===== src/rtl/crc_pkg.sv =====
// Shared types and constants for the CRC BRAM engine: FSM state encoding,
// common polynomial/seed values and a bit-reverse helper.
package crc_pkg;

    typedef enum logic [1:0] {
        ST_IDLE   = 2'd0,
        ST_ISSUE  = 2'd1,
        ST_DRAIN  = 2'd2,
        ST_FINISH = 2'd3
    } crc_state_e;

    localparam int unsigned CRC_MAX_W = 32;

    localparam logic [15:0] CRC16_CCITT_POLY = 16'h1021;
    localparam logic [15:0] CRC16_CCITT_INIT = 16'hFFFF;
    localparam logic [31:0] CRC32_POLY       = 32'h04C11DB7;
    localparam logic [31:0] CRC32_INIT       = 32'hFFFFFFFF;

    // Reverse the low w bits of v; bits above w come back as zero.
    function automatic logic [CRC_MAX_W-1:0] bit_rev(input logic [CRC_MAX_W-1:0] v,
                                                     input int unsigned w);
        logic [CRC_MAX_W-1:0] r;
        for (int i = 0; i < CRC_MAX_W; i++) begin
            r[CRC_MAX_W-1-i] = v[i];
        end
        return r >> (CRC_MAX_W - w);
    endfunction

endpackage


===== src/rtl/crc_byte_lfsr.sv =====
// Combinational single-byte CRC step: MSB-first LFSR over 8 bit times, data
// XORed into the top byte, optional input-byte reflection.
module crc_byte_lfsr
    import crc_pkg::*;
#(
    parameter int unsigned          CRC_W = 16,
    parameter logic [CRC_W-1:0]     POLY  = CRC_W'(CRC16_CCITT_POLY),
    parameter bit                   REFIN = 1'b0
) (
    input  logic [CRC_W-1:0] i_crc,
    input  logic [7:0]       i_data,
    output logic [CRC_W-1:0] o_crc_c
);

    logic [7:0]       w_byte;
    logic [CRC_W-1:0] w_crc;

    always_comb begin
        w_byte = i_data;
        if (REFIN) begin
            w_byte = 8'(bit_rev(CRC_MAX_W'(i_data), 8));
        end
        w_crc = i_crc ^ (CRC_W'(w_byte) << (CRC_W - 8));
        for (int i = 0; i < 8; i++) begin
            if (w_crc[CRC_W-1]) begin
                w_crc = (w_crc << 1) ^ POLY;
            end else begin
                w_crc = w_crc << 1;
            end
        end
        o_crc_c = w_crc;
    end

endmodule


===== src/rtl/crc_bram_engine.sv =====
// Walks a byte-wide BRAM over a wrapping address window and computes a
// configurable CRC. Optional CRC_CHECK_EN adds i_expected / o_match.
module crc_bram_engine
    import crc_pkg::*;
#(
    parameter int unsigned      CRC_W  = 16,
    parameter logic [CRC_W-1:0] POLY   = CRC_W'(CRC16_CCITT_POLY),
    parameter logic [CRC_W-1:0] INIT   = CRC_W'(CRC16_CCITT_INIT),
    parameter logic [CRC_W-1:0] XOROUT = '0,
    parameter bit               REFIN  = 1'b0,
    parameter bit               REFOUT = 1'b0,
    parameter int unsigned      ADDR_W = 9,
    parameter int unsigned      RD_LAT = 2
) (
    input  logic              i_Clk,
    input  logic              i_Rst_n,
    input  logic              i_start,
    input  logic              i_abort,
    input  logic [ADDR_W-1:0] i_base_addr,
    input  logic [ADDR_W:0]   i_len,
    output logic              o_busy,
    output logic              o_done,
    output logic [CRC_W-1:0]  o_crc,
    output logic [ADDR_W-1:0] o_bram_addr,
    output logic              o_bram_en,
    input  logic [7:0]        i_bram_dout
`ifdef CRC_CHECK_EN
    ,
    input  logic [CRC_W-1:0]  i_expected,
    output logic              o_match
`endif
);

    localparam int unsigned CNT_W = ADDR_W + 1;

    crc_state_e        r_state, w_state_nxt;
    logic [ADDR_W-1:0] r_addr, w_addr_nxt;
    logic [CNT_W-1:0]  r_cnt, w_cnt_nxt;
    logic              r_en, w_en_nxt;
    logic              r_busy, w_busy_nxt;
    logic              r_done, w_done_nxt;
    logic [CRC_W-1:0]  r_crc, w_crc_nxt;
    logic [CRC_W-1:0]  r_crc_out, w_crc_out_nxt;
    logic [RD_LAT-1:0] r_vld, w_vld_nxt, w_vld_shift;
    logic [CRC_W-1:0]  w_crc_step, w_crc_fold, w_final_src, w_crc_final;
`ifdef CRC_CHECK_EN
    logic              r_match, w_match_nxt;
`endif

    crc_byte_lfsr #(
        .CRC_W (CRC_W),
        .POLY  (POLY),
        .REFIN (REFIN)
    ) u_lfsr (
        .i_crc   (r_crc),
        .i_data  (i_bram_dout),
        .o_crc_c (w_crc_step)
    );

    // Tail of the valid pipeline marks the cycle a requested byte is on i_bram_dout.
    assign w_vld_shift = RD_LAT'({r_vld, r_en});
    assign w_crc_fold  = r_vld[RD_LAT-1] ? w_crc_step : r_crc;
    assign w_final_src = (r_state == ST_IDLE) ? INIT : w_crc_fold;

    always_comb begin
        w_crc_final = w_final_src;
        if (REFOUT) begin
            w_crc_final = CRC_W'(bit_rev(CRC_MAX_W'(w_final_src), CRC_W));
        end
        w_crc_final = w_crc_final ^ XOROUT;
    end

    // Next-state and registered-output logic.
    always_comb begin
        w_state_nxt   = r_state;
        w_addr_nxt    = r_addr;
        w_cnt_nxt     = r_cnt;
        w_en_nxt      = 1'b0;
        w_busy_nxt    = r_busy;
        w_done_nxt    = 1'b0;
        w_crc_nxt     = w_crc_fold;
        w_crc_out_nxt = r_crc_out;
        w_vld_nxt     = w_vld_shift;
`ifdef CRC_CHECK_EN
        w_match_nxt   = r_match;
`endif

        case (r_state)
            ST_IDLE: begin
                if (i_start && !i_abort) begin
                    w_crc_nxt  = INIT;
                    w_busy_nxt = 1'b1;
`ifdef CRC_CHECK_EN
                    w_match_nxt = 1'b0;
`endif
                    if (i_len != '0) begin
                        w_state_nxt = ST_ISSUE;
                        w_addr_nxt  = i_base_addr;
                        w_en_nxt    = 1'b1;
                        w_cnt_nxt   = i_len - CNT_W'(1);
                    end else begin
                        w_state_nxt   = ST_FINISH;
                        w_done_nxt    = 1'b1;
                        w_crc_out_nxt = w_crc_final;
`ifdef CRC_CHECK_EN
                        w_match_nxt = (w_crc_final == i_expected);
`endif
                    end
                end
            end
            ST_ISSUE: begin
                if (r_cnt != '0) begin
                    w_addr_nxt = r_addr + ADDR_W'(1);
                    w_en_nxt   = 1'b1;
                    w_cnt_nxt  = r_cnt - CNT_W'(1);
                end else begin
                    w_state_nxt = ST_DRAIN;
                end
            end
            ST_DRAIN: begin
                // Finish as the last outstanding byte is folded in.
                if (w_vld_shift == '0) begin
                    w_state_nxt   = ST_FINISH;
                    w_done_nxt    = 1'b1;
                    w_crc_out_nxt = w_crc_final;
`ifdef CRC_CHECK_EN
                    w_match_nxt = (w_crc_final == i_expected);
`endif
                end
            end
            ST_FINISH: begin
                w_state_nxt = ST_IDLE;
                w_busy_nxt  = 1'b0;
            end
            default: begin
                w_state_nxt = ST_IDLE;
                w_busy_nxt  = 1'b0;
            end
        endcase

        if (i_abort && (r_state != ST_IDLE)) begin
            w_state_nxt   = ST_IDLE;
            w_en_nxt      = 1'b0;
            w_busy_nxt    = 1'b0;
            w_done_nxt    = 1'b0;
            w_vld_nxt     = '0;
            w_crc_out_nxt = r_crc_out;
`ifdef CRC_CHECK_EN
            w_match_nxt   = r_match;
`endif
        end
    end

    always_ff @(posedge i_Clk or negedge i_Rst_n) begin
        if (!i_Rst_n) begin
            r_state   <= ST_IDLE;
            r_addr    <= '0;
            r_cnt     <= '0;
            r_en      <= 1'b0;
            r_busy    <= 1'b0;
            r_done    <= 1'b0;
            r_crc     <= INIT;
            r_crc_out <= '0;
            r_vld     <= '0;
`ifdef CRC_CHECK_EN
            r_match   <= 1'b0;
`endif
        end else begin
            r_state   <= w_state_nxt;
            r_addr    <= w_addr_nxt;
            r_cnt     <= w_cnt_nxt;
            r_en      <= w_en_nxt;
            r_busy    <= w_busy_nxt;
            r_done    <= w_done_nxt;
            r_crc     <= w_crc_nxt;
            r_crc_out <= w_crc_out_nxt;
            r_vld     <= w_vld_nxt;
`ifdef CRC_CHECK_EN
            r_match   <= w_match_nxt;
`endif
        end
    end

    assign o_busy      = r_busy;
    assign o_done      = r_done;
    assign o_crc       = r_crc_out;
    assign o_bram_addr = r_addr;
    assign o_bram_en   = r_en;
`ifdef CRC_CHECK_EN
    assign o_match     = r_match;
`endif

endmodule


===== config.mk =====
export PLATFORM = sky130hd
export DESIGN_NAME = crc_bram_engine
export DESIGN_NICKNAME = d
export VERILOG_FILES = /design/src/rtl/crc_pkg.sv /design/src/rtl/crc_byte_lfsr.sv /design/src/rtl/crc_bram_engine.sv
export SDC_FILE = /design/constraint.sdc
export NUM_CORES = 1
export LEC_CHECK = 0
export ABC_AREA = 1
export CAP_MARGIN = 20
export CORE_AREA = 2 2 97 99
export DETAILED_ROUTE_END_ITERATION = 12
export DIE_AREA = 0 0 99 101
export PLACE_DENSITY = 0.68
export SLEW_MARGIN = 20
export SYNTH_ARGS = -nofsm -noshare
export SYNTH_HDL_FRONTEND = slang
export SYNTH_SLANG_ARGS = --single-unit

===== constraint.sdc =====
create_clock -name i_Clk -period 2.2 [get_ports i_Clk]
set_input_delay 0.44 -clock i_Clk [delete_from_list [all_inputs] [get_ports i_Clk]]
set_output_delay 0.44 -clock i_Clk [all_outputs]
set_load 0.005 [all_outputs]

==> qor.json <==
{
  "cell_by_cell_trace_of_the_critical_path": {"value": "inv_1 -> ha_1 -> buf_12 -> buf_4 -> o21ai_0 -> nand2_1 -> nor2_1 -> nand3_1 -> nand3_1 -> nand2_1"},
  "report.final.hold_viol_count": {"value": 0},
  "critical-path-slowest-cell": {"value": "sky130_fd_sc_hd__dfrtp_1"},
  "setup_total_negative_slack": {"value": 0, "unit": "ns"},
  "io_buffers": {"value": 58},
  "fp.dieArea": {"value": 10000, "unit": "µm²"},
  "cts_made_buffers": {"value": 9},
  "power_dens_cells": {"value": 1520, "unit": "nW/µm²"},
  "power.leakage": {"value": 2.28, "unit": "nW"},
  "post_dp_cell_area": {"value": 4300, "unit": "µm²"},
  "finalMaxSlewViolations": {"value": 0},
  "syn_area_per_cell": {"value": 6.83, "unit": "µm²"},
  "startpoint_type": {"value": "flip-flop"},
  "cts-resized-gates": {"value": 1},
  "post-route-min-period": {"value": 1.99, "unit": "ns"},
  "detailedPlace.worstSlack": {"value": -0.281, "unit": "ns"},
  "rr_endpoint": {"value": "r_cnt[9]$_DFFE_PN0P_"},
  "worst-setup-path-type": {"value": "flip-flop to flip-flop"},
  "cts_sinks": {"value": 58},
  "synth_register_bits": {"value": 58},
  "antenna_cells_inserted": {"value": 0},
  "setup.reg_to_reg.worst_slack": {"value": 0.21, "unit": "ns"},
  "avgRoutedWirePerCell": {"value": 11.8, "unit": "µm"},
  "synth_ff_type": {"value": "sky130_fd_sc_hd__dfrtp_1"},
  "finalSetupViolations": {"value": 0},
  "ant_nets": {"value": 0},
  "cts_tree": {"value": "yes"},
  "gr-total-overflow": {"value": 0},
  "drive_gt1_share": {"value": 12.7, "unit": "%"},
  "synth.yosys.seq_area_share": {"value": 42.1, "unit": "%"},
  "final_net_count": {"value": 624},
  "utilization": {"value": 50.6, "unit": "%"},
  "via_count_of_the_routed_design": {"value": 3363},
  "routed_met2_length": {"value": 3970, "unit": "µm"},
  "synth_area": {"value": 3490, "unit": "µm²"},
  "postSynthNetCount": {"value": 549},
  "finish.cell_count_without_fillers": {"value": 703},
  "die_width": {"value": 99, "unit": "µm"},
  "period_utilization_post_route": {"value": 90.5, "unit": "%"},
  "post-cts-setup-buffers": {"value": 0},
  "crit_arrival": {"value": 2.22, "unit": "ns"},
  "filler_cell_count": {"value": 906},
  "timing.reg2reg.worst_path_depth": {"value": 10},
  "least_margin_pin_slew": {"value": 0.795, "unit": "ns"},
  "placement_rows": {"value": 35},
  "finalWorstSetupSlack": {"value": 0.208, "unit": "ns"},
  "critical_path_required": {"value": 2.43, "unit": "ns"},
  "slew_headroom": {"value": 47.0, "unit": "%"},
  "clock-root-buffer": {"value": "sky130_fd_sc_hd__clkbuf_8"},
  "cts-root-to-sink-buffers": {"value": 2},
  "clkLatencyLatePin": {"value": 0.35, "unit": "ns"},
  "dr.pass1.iters": {"value": 4},
  "syn-instance-count": {"value": 512},
  "layout-area-overhead-vs-synth": {"value": 30.0, "unit": "%"},
  "worst_r2r_startpoint": {"value": "r_state[1]$_DFFE_PN0P_"},
  "grt_use_total": {"value": 18.2, "unit": "%"},
  "ctsHtreeMaxLevel": {"value": 3},
  "final_instance_area": {"value": 4540, "unit": "µm²"},
  "met1_length": {"value": 3830, "unit": "µm"},
  "dpl.hpwl": {"value": 6180, "unit": "µm"},
  "start_util": {"value": 38.9, "unit": "%"},
  "io-pin-count": {"value": 59},
  "drv_cap": {"value": 0},
  "async_reset_ff_share": {"value": 100, "unit": "%"},
  "clk_pin_slew_worst_paths": {"value": 0.07, "unit": "ns"},
  "die_h": {"value": 101, "unit": "µm"},
  "min-delay-path-class": {"value": "input pin to async pin"},
  "unrepaired_setup_endpoints_after_global_routing": {"value": "no"},
  "crit_path_max_fanout": {"value": 20},
  "top_layer_used": {"value": "met4"},
  "run_status": {"value": "finished, final reports clean"},
  "grt_max_degree": {"value": 35},
  "first_pass_grt_wire_length": {"value": 14900, "unit": "µm"},
  "dr_wl_met3": {"value": 337, "unit": "µm"},
  "antenna_found_initial": {"value": 0},
  "place.gp.congestion": {"value": 0.881},
  "largest_voltage_drop_on_the_vdd_net": {"value": 590, "unit": "µV"},
  "synth_enable_flop_cells": {"value": 0},
  "cpLargestDelayFamily": {"value": "simple AND/OR/NAND/NOR gates"},
  "initialDrtViolationCount": {"value": 92},
  "core_area": {"value": 8980, "unit": "µm²"},
  "crit_cells": {"value": 10},
  "crit_path_max_incr_delay": {"value": 0.40, "unit": "ns"},
  "placedCellCount": {"value": 687},
  "endpoint_kind": {"value": "flip-flop"},
  "ys_warn_count": {"value": 0},
  "drt-vias-per-instance": {"value": 4.78},
  "clock-skew-final": {"value": 0.0117, "unit": "ns"},
  "worstPathBufferInverterCount": {"value": 3},
  "route.detailed.drc": {"value": 0},
  "yosysUniqueCellTypes": {"value": 30},
  "cts-hold-fix-buffers": {"value": 0},
  "achievable-frequency": {"value": 502, "unit": "MHz"},
  "total_routed_length": {"value": 8280, "unit": "µm"},
  "vias_in_the_first_global_route": {"value": 3333}
}
## state kept, by name (all words and copies together), names as in the netlist
name,cells
o_crc,16
o_bram_addr,9
r_state,2
o_busy,1
r_vld,2
r_crc,16
o_bram_en,1
r_cnt,10
o_done,1
## Yosys cell counts (2+ instances only)
master | number | area (µm²)
sky130_fd_sc_hd__o21ai_0 | 35 | 175
sky130_fd_sc_hd__a21oi_1 | 12 | 60.1
sky130_fd_sc_hd__clkbuf_1 | 3 | 11.3
sky130_fd_sc_hd__buf_6 | 2 | 22.5
sky130_fd_sc_hd__nand3b_1 | 2 | 15.0
sky130_fd_sc_hd__dfstp_2 | 16 | 420
sky130_fd_sc_hd__inv_2 | 4 | 15.0
sky130_fd_sc_hd__inv_1 | 53 | 199
sky130_fd_sc_hd__xnor2_1 | 3 | 26.3
sky130_fd_sc_hd__dfrtp_1 | 42 | 1050
sky130_fd_sc_hd__buf_2 | 6 | 30.0
sky130_fd_sc_hd__or2_2 | 6 | 37.5
sky130_fd_sc_hd__nor2_2 | 2 | 12.5
sky130_fd_sc_hd__o21ai_2 | 7 | 61.3
sky130_fd_sc_hd__nand4_1 | 2 | 12.5
sky130_fd_sc_hd__nand3_1 | 35 | 175
sky130_fd_sc_hd__nand2_1 | 205 | 769
sky130_fd_sc_hd__ha_1 | 6 | 75.1
sky130_fd_sc_hd__nor2_1 | 56 | 210
sky130_fd_sc_hd__nand2_2 | 2 | 12.5
sky130_fd_sc_hd__xor2_1 | 4 | 35.0
## cells by family (layout without fill, tap and decap cells)
kind of cell / Yosys count / count (layout) / synth area share, %
AOI/OAI and AO/OA: 57 / 57 / 9.13
xor gates and xnor gates: 7 / 7 / 1.75
adders and majority gates: 6 / 6 / 2.15
buffers and inverters: 71 / 151 / 8.41
DFF: 58 / 58 / 42.1
and+or+nand+nor: 313 / 313 / 36.4
## metrics by stage
| stage | total power [mW] | hold slack [ns] |
|---|---|---|
| global route | 7.70 | 0.235 |
| finish | 6.92 | 0.174 |
| global placement | 5.68 | 0.465 |
| CTS | 6.99 | 0.196 |
| detailed placement | 5.79 | 0.465 |
| floorplan | 4.57 | 0.144 |
## metal layers
metal / up-vias / global-route usage [%]
met5: - / 0
met4: 0 / 6.64
met3: 15 / 3.81
met2: 67 / 30.6
met1: 1539 / 23.2
li1: 1742 / -
## worst register-to-register path, cell delays in order, from the launching register on
cell,delay [ns]
sky130_fd_sc_hd__dfrtp_1,0.40
sky130_fd_sc_hd__inv_1,0.08
sky130_fd_sc_hd__ha_1,0.23
sky130_fd_sc_hd__buf_12,0.17
sky130_fd_sc_hd__buf_4,0.19
sky130_fd_sc_hd__o21ai_0,0.31
sky130_fd_sc_hd__nand2_1,0.09
sky130_fd_sc_hd__nor2_1,0.16
sky130_fd_sc_hd__nand3_1,0.10
sky130_fd_sc_hd__nand3_1,0.09
sky130_fd_sc_hd__nand2_1,0.05
## power by group
part | switching, mW | internal (mW) | total, mW
Sequential | 0.354 | 1.68 | 2.03
Combinational | 2.19 | 1.54 | 3.72
Clock | 0.435 | 0.728 | 1.16
Total | 2.98 | 3.95 | 6.92
## placed cells by master, fill, tap and decap left out, drive strengths merged, types with 4 or more instances in the layout
cell | Yosys | layout
buf | 9 | 20
nand2 | 207 | 207
clkbuf | 4 | 12
or2 | 6 | 6
dfstp | 16 | 16
o21ai | 42 | 42
ha | 6 | 6
inv | 57 | 56
dfrtp | 42 | 42
xor2 | 4 | 4
a21oi | 12 | 12
clkdlybuf4s50 | 0 | 57
nand3 | 36 | 36
nor2 | 59 | 59
## final cells by class
type | instances | area, µm² | area share [%]
timing repair buffer | 77 | 743 | 16.4
multi-input combinational | 383 | 1730 | 38.2
clock buffer | 12 | 165 | 3.63
clock inverter | 4 | 72.6 | 1.60
tap | 111 | 139 | 3.06
sequential | 58 | 1470 | 32.4
inverter | 58 | 219 | 4.82
## how the worst max path moves through the flow
stage	slack, ns	to	from
2_1_floorplan	0.42	r_cnt[8]$_DFFE_PN0P_	r_state[1]$_DFFE_PN0P_
3_3_place_gp	-0.17	r_cnt[4]$_DFFE_PN0P_	i_len[2]
3_5_place_dp	-0.28	r_cnt[4]$_DFFE_PN0P_	i_len[0]
4_1_cts	0.22	o_crc[5]$_DFFE_PN0P_	r_state[0]$_DFFE_PN0P_
5_1_grt	0.001	o_crc[4]$_DFFE_PN0P_	r_state[1]$_DFFE_PN0P_
6_report	0.21	r_cnt[9]$_DFFE_PN0P_	r_state[1]$_DFFE_PN0P_
(Power assumes the default switching activity.)
